<file path="config.mk">
export PLATFORM = sky130hd
export DESIGN_NAME = mc_ctrl_fsm
export DESIGN_NICKNAME = d
export VERILOG_FILES = /design/src/rtl/mc_ctrl_pkg.sv /design/src/rtl/mc_ctrl_decode.sv /design/src/rtl/mc_ctrl_fsm.sv
export SDC_FILE = /design/constraint.sdc
export NUM_CORES = 1
export LEC_CHECK = 0
export CAP_MARGIN = 20
export CORE_ASPECT_RATIO = 1.4
export CORE_MARGIN = 1
export CORE_UTILIZATION = 49
export DETAILED_ROUTE_END_ITERATION = 8
export GPL_ROUTABILITY_DRIVEN = 0
export HOLD_SLACK_MARGIN = 0.03
export PLACE_DENSITY_LB_ADDON = 0.3
export SLEW_MARGIN = 20
export SYNTH_ARGS = -nofsm -noshare
export SYNTH_HDL_FRONTEND = slang
export SYNTH_SLANG_ARGS = --single-unit
</file>
<file path="constraint.sdc">
create_clock -name clk -period 6.85 [get_ports clk]
set_input_delay 1.37 -clock clk [delete_from_list [all_inputs] [get_ports clk]]
set_output_delay 1.37 -clock clk [all_outputs]
set_load 0.03 [all_outputs]
</file>
<file path="src/rtl/mc_ctrl_pkg.sv">
// Shared encodings for the multi-cycle MIPS-subset control FSM and its datapath muxes.
package mc_ctrl_pkg;

  typedef enum logic [2:0] {
    ST_FETCH  = 3'd0,
    ST_DECODE = 3'd1,
    ST_EXEC   = 3'd2,
    ST_MEM    = 3'd3,
    ST_WB     = 3'd4
  } state_e;

  localparam logic [5:0] OP_RTYPE = 6'h00;
  localparam logic [5:0] OP_J     = 6'h02;
  localparam logic [5:0] OP_JAL   = 6'h03;
  localparam logic [5:0] OP_BEQ   = 6'h04;
  localparam logic [5:0] OP_ORI   = 6'h0D;
  localparam logic [5:0] OP_LUI   = 6'h0F;
  localparam logic [5:0] OP_LW    = 6'h23;
  localparam logic [5:0] OP_SW    = 6'h2B;

  localparam logic [5:0] FN_JR    = 6'h08;
  localparam logic [5:0] FN_ADDU  = 6'h21;
  localparam logic [5:0] FN_SUBU  = 6'h23;

  localparam logic [1:0] M2R_ALU  = 2'd0;
  localparam logic [1:0] M2R_MEM  = 2'd1;
  localparam logic [1:0] M2R_PC4  = 2'd2;

  localparam logic [1:0] RD_RT    = 2'd0;
  localparam logic [1:0] RD_RD    = 2'd1;
  localparam logic [1:0] RD_RA    = 2'd2;

  localparam logic [1:0] PC_SEQ    = 2'd0;
  localparam logic [1:0] PC_BRANCH = 2'd1;
  localparam logic [1:0] PC_JUMP   = 2'd2;
  localparam logic [1:0] PC_REG    = 2'd3;

  localparam logic [1:0] EXT_ZERO  = 2'd0;
  localparam logic [1:0] EXT_SIGN  = 2'd1;
  localparam logic [1:0] EXT_UPPER = 2'd2;

  localparam logic [2:0] ALU_ADD    = 3'd0;
  localparam logic [2:0] ALU_SUB    = 3'd1;
  localparam logic [2:0] ALU_OR     = 3'd2;
  localparam logic [2:0] ALU_PASS_B = 3'd3;

  typedef enum logic [3:0] {
    CLS_NOP  = 4'd0,
    CLS_ADDU = 4'd1,
    CLS_SUBU = 4'd2,
    CLS_JR   = 4'd3,
    CLS_ORI  = 4'd4,
    CLS_LUI  = 4'd5,
    CLS_LW   = 4'd6,
    CLS_SW   = 4'd7,
    CLS_BEQ  = 4'd8,
    CLS_J    = 4'd9,
    CLS_JAL  = 4'd10
  } cls_e;

endpackage

</file>
<file path="src/rtl/mc_ctrl_decode.sv">
// Combinational opcode/funct classifier; anything outside the subset is flagged illegal.
module mc_ctrl_decode
  import mc_ctrl_pkg::*;
(
  input  logic [5:0] opcode,
  input  logic [5:0] funct,
  output cls_e       cls,
  output logic       illegal
);

  // Map the instruction to its class; unknown encodings report NOP plus illegal
  always_comb begin
    cls     = CLS_NOP;
    illegal = 1'b0;
    case (opcode)
      OP_RTYPE: begin
        case (funct)
          FN_ADDU: cls     = CLS_ADDU;
          FN_SUBU: cls     = CLS_SUBU;
          FN_JR:   cls     = CLS_JR;
          default: illegal = 1'b1;
        endcase
      end
      OP_ORI:  cls     = CLS_ORI;
      OP_LUI:  cls     = CLS_LUI;
      OP_LW:   cls     = CLS_LW;
      OP_SW:   cls     = CLS_SW;
      OP_BEQ:  cls     = CLS_BEQ;
      OP_J:    cls     = CLS_J;
      OP_JAL:  cls     = CLS_JAL;
      default: illegal = 1'b1;
    endcase
  end

endmodule

</file>
<file path="src/rtl/mc_ctrl_fsm.sv">
// Multi-cycle control FSM: FETCH/DECODE/EXEC/MEM/WB over a shared datapath.
// Optional performance counters (cyc_cnt, instr_cnt) are built when MC_CTRL_PERF_EN is defined.
module mc_ctrl_fsm
  import mc_ctrl_pkg::*;
#(
  parameter int unsigned TIMEOUT = 16,
  parameter int unsigned CNT_W   = 32
) (
  input  logic       clk,
  input  logic       reset_n,
  input  logic [5:0] opcode,
  input  logic [5:0] funct,
  input  logic       zero,
  input  logic       imem_ack,
  input  logic       dmem_ack,
  output logic       imem_req,
  output logic       dmem_req,
  output logic       ir_write,
  output logic       pc_write,
  output logic       reg_write,
  output logic       mem_write,
  output logic [1:0] mem_to_reg,
  output logic       alu_src,
  output logic [1:0] reg_dst,
  output logic [1:0] pc_src,
  output logic [1:0] ext_op,
  output logic [2:0] alu_op,
  output logic       illegal,
  output logic       bus_err
`ifdef MC_CTRL_PERF_EN
  ,
  output logic [CNT_W-1:0] cyc_cnt,
  output logic [CNT_W-1:0] instr_cnt
`endif
);

  localparam int unsigned WAIT_W    = (TIMEOUT > 2) ? $clog2(TIMEOUT) : 1;
  localparam int unsigned WAIT_LAST = (TIMEOUT > 0) ? TIMEOUT - 1 : 0;

  if (CNT_W == 0) begin : g_cnt_w_chk
    $error("CNT_W must be at least 1");
  end

  state_e            state, state_n;
  cls_e              cls_q, cls_n, dec_cls;
  logic              dec_illegal;
  logic [WAIT_W-1:0] wait_cnt, wait_n;
  logic              expire;

  mc_ctrl_decode u_decode (
    .opcode  (opcode),
    .funct   (funct),
    .cls     (dec_cls),
    .illegal (dec_illegal)
  );

  // Last permitted wait cycle without an ack; an ack in this cycle still wins
  assign expire = (TIMEOUT != 0) && (wait_cnt == WAIT_W'(WAIT_LAST));

  // State, latched instruction class and memory wait counter
  always_ff @(posedge clk or negedge reset_n) begin
    if (!reset_n) begin
      state    <= ST_FETCH;
      cls_q    <= CLS_NOP;
      wait_cnt <= '0;
    end else begin
      state    <= state_n;
      cls_q    <= cls_n;
      wait_cnt <= wait_n;
    end
  end

  // Next state and control outputs; outputs are forced low while reset is asserted
  always_comb begin
    state_n    = state;
    cls_n      = cls_q;
    wait_n     = '0;
    imem_req   = 1'b0;
    dmem_req   = 1'b0;
    ir_write   = 1'b0;
    pc_write   = 1'b0;
    reg_write  = 1'b0;
    mem_write  = 1'b0;
    mem_to_reg = M2R_ALU;
    alu_src    = 1'b0;
    reg_dst    = RD_RT;
    pc_src     = PC_SEQ;
    ext_op     = EXT_ZERO;
    alu_op     = ALU_ADD;
    illegal    = 1'b0;
    bus_err    = 1'b0;
    if (reset_n) begin
      case (state)
        ST_FETCH: begin
          imem_req = 1'b1;
          if (imem_ack) begin
            ir_write = 1'b1;
            pc_write = 1'b1;
            pc_src   = PC_SEQ;
            state_n  = ST_DECODE;
          end else if (expire) begin
            bus_err = 1'b1;
          end else begin
            wait_n = wait_cnt + WAIT_W'(1);
          end
        end
        ST_DECODE: begin
          cls_n = dec_cls;
          if (dec_illegal) begin
            illegal = 1'b1;
            state_n = ST_FETCH;
          end else begin
            case (dec_cls)
              CLS_J: begin
                pc_write = 1'b1;
                pc_src   = PC_JUMP;
                state_n  = ST_FETCH;
              end
              CLS_JAL: begin
                pc_write = 1'b1;
                pc_src   = PC_JUMP;
                state_n  = ST_WB;
              end
              CLS_JR: begin
                pc_write = 1'b1;
                pc_src   = PC_REG;
                state_n  = ST_FETCH;
              end
              default: state_n = ST_EXEC;
            endcase
          end
        end
        ST_EXEC: begin
          case (cls_q)
            CLS_BEQ: begin
              pc_write = zero;
              pc_src   = PC_BRANCH;
              state_n  = ST_FETCH;
            end
            CLS_LW, CLS_SW: state_n = ST_MEM;
            default:        state_n = ST_WB;
          endcase
        end
        ST_MEM: begin
          dmem_req  = 1'b1;
          mem_write = (cls_q == CLS_SW);
          if (dmem_ack) begin
            state_n = (cls_q == CLS_SW) ? ST_FETCH : ST_WB;
          end else if (expire) begin
            bus_err = 1'b1;
            state_n = ST_FETCH;
          end else begin
            wait_n = wait_cnt + WAIT_W'(1);
          end
        end
        ST_WB: begin
          reg_write = 1'b1;
          case (cls_q)
            CLS_ADDU, CLS_SUBU: begin
              reg_dst    = RD_RD;
              mem_to_reg = M2R_ALU;
            end
            CLS_LW: begin
              reg_dst    = RD_RT;
              mem_to_reg = M2R_MEM;
            end
            CLS_JAL: begin
              reg_dst    = RD_RA;
              mem_to_reg = M2R_PC4;
            end
            default: begin
              reg_dst    = RD_RT;
              mem_to_reg = M2R_ALU;
            end
          endcase
          state_n = ST_FETCH;
        end
        default: state_n = ST_FETCH;
      endcase

      // ALU selects follow the latched class from EXEC through WB so datapath sources stay put
      if (state == ST_EXEC || state == ST_MEM || state == ST_WB) begin
        case (cls_q)
          CLS_ADDU: alu_op = ALU_ADD;
          CLS_SUBU, CLS_BEQ: alu_op = ALU_SUB;
          CLS_ORI: begin
            alu_src = 1'b1;
            ext_op  = EXT_ZERO;
            alu_op  = ALU_OR;
          end
          CLS_LUI: begin
            alu_src = 1'b1;
            ext_op  = EXT_UPPER;
            alu_op  = ALU_PASS_B;
          end
          CLS_LW, CLS_SW: begin
            alu_src = 1'b1;
            ext_op  = EXT_SIGN;
            alu_op  = ALU_ADD;
          end
          default: ;
        endcase
      end
    end
  end

`ifdef MC_CTRL_PERF_EN
  logic instr_done;

  // A return to FETCH from a later state retires an instruction unless it was an abort
  assign instr_done = reset_n && (state != ST_FETCH) && (state_n == ST_FETCH) && !illegal && !bus_err;

  // Free-running cycle counter and retired-instruction counter, both wrapping
  always_ff @(posedge clk or negedge reset_n) begin
    if (!reset_n) begin
      cyc_cnt   <= '0;
      instr_cnt <= '0;
    end else begin
      cyc_cnt <= cyc_cnt + CNT_W'(1);
      if (instr_done) instr_cnt <= instr_cnt + CNT_W'(1);
    end
  end
`endif

endmodule

</file>
==> results.md <==
- Synth Instances: 134
- Final Hold Vio Count: 0
- Area Overhead vs Synth: 29.7%
- Period utilization: 80.8%
- CP Launch Type: input port
- Final nets: 184
- Post-synthesis sequential area ratio: 24.6%
- Initial core utilization: 51.4%
- Vias: 1,128
- CP required: 5.48 ns
- Post-CTS Setup Bufs: 0
- Die ar.: 0.00248 mm2
- DR iter-0 viols: 18
- Leak pwr: 0.506 nW
- Row cnt: 20
- Outcome: finished clean
- Maximum VDD drop: 0.138 mV
- Cell Int Power: 0.162 mW
- Cell mode on critical path: clkdlybuf4s50_1
- Max-cap violation count: 0
- Total GRT Usage: 21.1%
- CTS root buf: clkbuf_4
- YS warnings: 0
- Met2 GRT Util: 40.2%
- Vias in the first global route: 995
- Setup Skew: 0.00265 ns
- Cells along the critical path: clkdlybuf4s50_1 -> or4_4 -> a211oi_2 -> o31ai_2 -> nor4_2 -> a31o_1 -> clkdlybuf4s50_1
- Setup crit start: opcode[5]
- Met3 GRT Util: 0.920%
- Wire per inst: 13.3 um
- Worst path arrival time: 4.16 ns
- Tmin final: 5.53 ns
- CTS Buffer Depth: 2
- Share of layout cells above drive strength 1: 9.09%
- RSZ-0062 raised after global routing: no
- Residual DRC: 0
- Synth area leaders: dfrtp_1 (25%), nor3_1 (4.9%), clkbuf_8 (3.7%)
- Largest net degree at the start of global routing: 20
- Place WS: 1.31 ns
- Clock Latency Late Sink: 0.27 ns
- Slew margin rel.: 44.8%
- TritonCTS Buffers: 3
- Sw power: 0.125 mW
- Sw Share: 43.5%
- Worst setup EP type: primary output
- First drt pass iteration count: 4
- Synth cell types: 54
- Reg2Reg Launch Point: wait_cnt[0]$_DFF_PN0_
- PortBufs: 35
- Buf+Inv Stages, Crit Path: 2
- H-tree depth: 1
- Post-cts sizing count: 0
- Slowest cell on crit path: clkdlybuf4s50_1
- Antenna-violating nets left: 0
- Hold WC Path Type: register to register
- WL final: 2490 um
- Synth top area share: 24.6%
- Most common cell after layout, fill and taps aside: clkdlybuf4s50_1
- Antenna Cells: 0
- Setup TNS: 0 ns
- CP peak stage delay: 0.67 ns
- R2R Setup Slk: 4.87 ns
- Cell taking the most area after synthesis: dfrtp_1
- CTS Hold Bufs: 0
- Register share of total power: 39.6%
- Gate power share: 44.6%
- Core area: 0.00218 mm2
- Clock transition at path regs: 0.07 ns
- Syn_nets: 152
- Final setup viols: 0
- Clk pwr share: 15.7%
- Number of synthesized flops with an enable pin: 0
- First-pass GRT wire length: 4010 um
- GRT met1 Usage: 21.9%
- FF+latch count, synth: 11
- Commonest cells after routing, fill and taps aside: clkdlybuf4s50_1 (35), nor2_1 (11), nor3_1 (11), dfrtp_1 (11), a21oi_1 (8)
- IO Pins: 37
- Die height: 58.6 um
- CTS tree: yes
- Synth Cell Area: 0.00112 mm2
- Grt ovf: 0
- F_max: 181 MHz
- Max Slew Vio Count: 0
- Fraction of registers with async set/reset: 100%
- Worst Slack Setup Final: 1.32 ns
- Initial antenna violation count: 0
- Clock sinks: 11
- Width of the die: 42.4 um
- Critical path start-end classification: input port to primary output
- Crit-path max FO: 7
- Syn Area/Cell: 8.36 um2
- Most used DFF post-synth: dfrtp_1
- Power Density: 197 mW/mm2
- Hold Startpoint: wait_cnt[0]$_DFF_PN0_
- Detailed placement HPWL: 1960 um
- Grt peak-use layer: met2
- Worst-Margin Slew: 0.817 ns
- Crit path max-delay family: buffers and inverters
- Vias/cell: 6.03
==> worst register-to-register path: stages, from the launching register on <==
cell and delay, ns:
dfrtp_1 0.41, ha_1 0.24, and3_1 0.18, o41ai_1 0.68, a2111oi_0 0.17, a21o_1 0.19
==> registers in the layout (all words and copies together) (netlist names) <==
name	count
wait_cnt	4
cls_q	4
state	3
==> Yosys cell counts, types with 2 or more instances <==
master	instances
nor2_1	11
clkbuf_8	3
nor3_1	11
nand3_1	3
nand2_1	6
xnor2_1	3
and3_1	2
or4_1	3
and2_1	2
nor4_1	3
inv_1	6
o21ai_0	6
a21o_1	2
a21oi_1	8
clkbuf_1	3
nand2b_1	5
nand4b_1	2
dfrtp_1	11
nand3b_1	3
nor2b_1	5
nor4b_1	2
buf_4	2
==> metrics by stage <==
step / cell area [um2] / total power [mW] / utilization, % / cells / hold WS (ns)
finish: 1450 / 0.286 / 66.7 / 187 / 0.499
global route: 1450 / 0.306 / 66.7 / 187 / 0.561
CTS: 1450 / 0.287 / 66.7 / 187 / 0.503
detailed placement: 1430 / 0.241 / 65.5 / 183 / 0.494
global placement: 1430 / 0.238 / 65.5 / 183 / 0.481
floorplan: 1120 / 0.212 / - / 134 / 0.461
==> cells by family (layout without fill, tap and decap cells) <==
| logic type | after synthesis | in the layout | share of synthesized area (%) |
|---|---|---|---|
| and+or+nand+nor | 68 | 68 | 37.3 |
| AOI/OAI and AO/OA | 32 | 32 | 22.3 |
| buffers and inverters | 15 | 46 | 9.05 |
| DFF | 11 | 11 | 24.6 |
| xor gates and xnor gates | 3 | 3 | 2.35 |
| muxes | 3 | 3 | 2.90 |
| adders and majority gates | 1 | 1 | 1.12 |
| other | 1 | 1 | 0.335 |
==> layout make-up <==
class / count / area, um2
Fill cell: 199 / 724
Clock buffer: 4 / 26.3
Sequential cell: 11 / 275
Tap cell: 22 / 27.5
Inverter: 6 / 22.5
Multi-Input combinational cell: 108 / 743
Timing Repair Buffer: 36 / 358
==> power groups by stage <==
stage / logic, mW / registers, mW / clock network [mW]
2_1_floorplan: 0.124 / 0.0876 / 0
3_3_place_gp: 0.124 / 0.114 / 0
3_5_place_dp: 0.127 / 0.114 / 0
4_1_cts: 0.128 / 0.113 / 0.0467
5_1_grt: 0.140 / 0.118 / 0.0482
6_report: 0.128 / 0.113 / 0.0450
==> layer usage <==
| layer | vias up | wire length (um) |
|---|---|---|
| met5 | - | 0 |
| met4 | 0 | 65 |
| met3 | 5 | 124 |
| met2 | 43 | 1320 |
| met1 | 516 | 981 |
| li1 | 564 | - |
==> final timing paths <==
kind,to,cells past startpoint
max,pc_write,7
min,wait_cnt[0]$_DFF_PN0_,1
max reg2reg,state[0]$_DFFE_PN0P_,5
min reg2reg,wait_cnt[0]$_DFF_PN0_,1
max in group asynchronous,cls_q[3]$_DFFE_PN0P_,2
min in group asynchronous,wait_cnt[0]$_DFF_PN0_,2
Power figures use the tool's default switching activity.
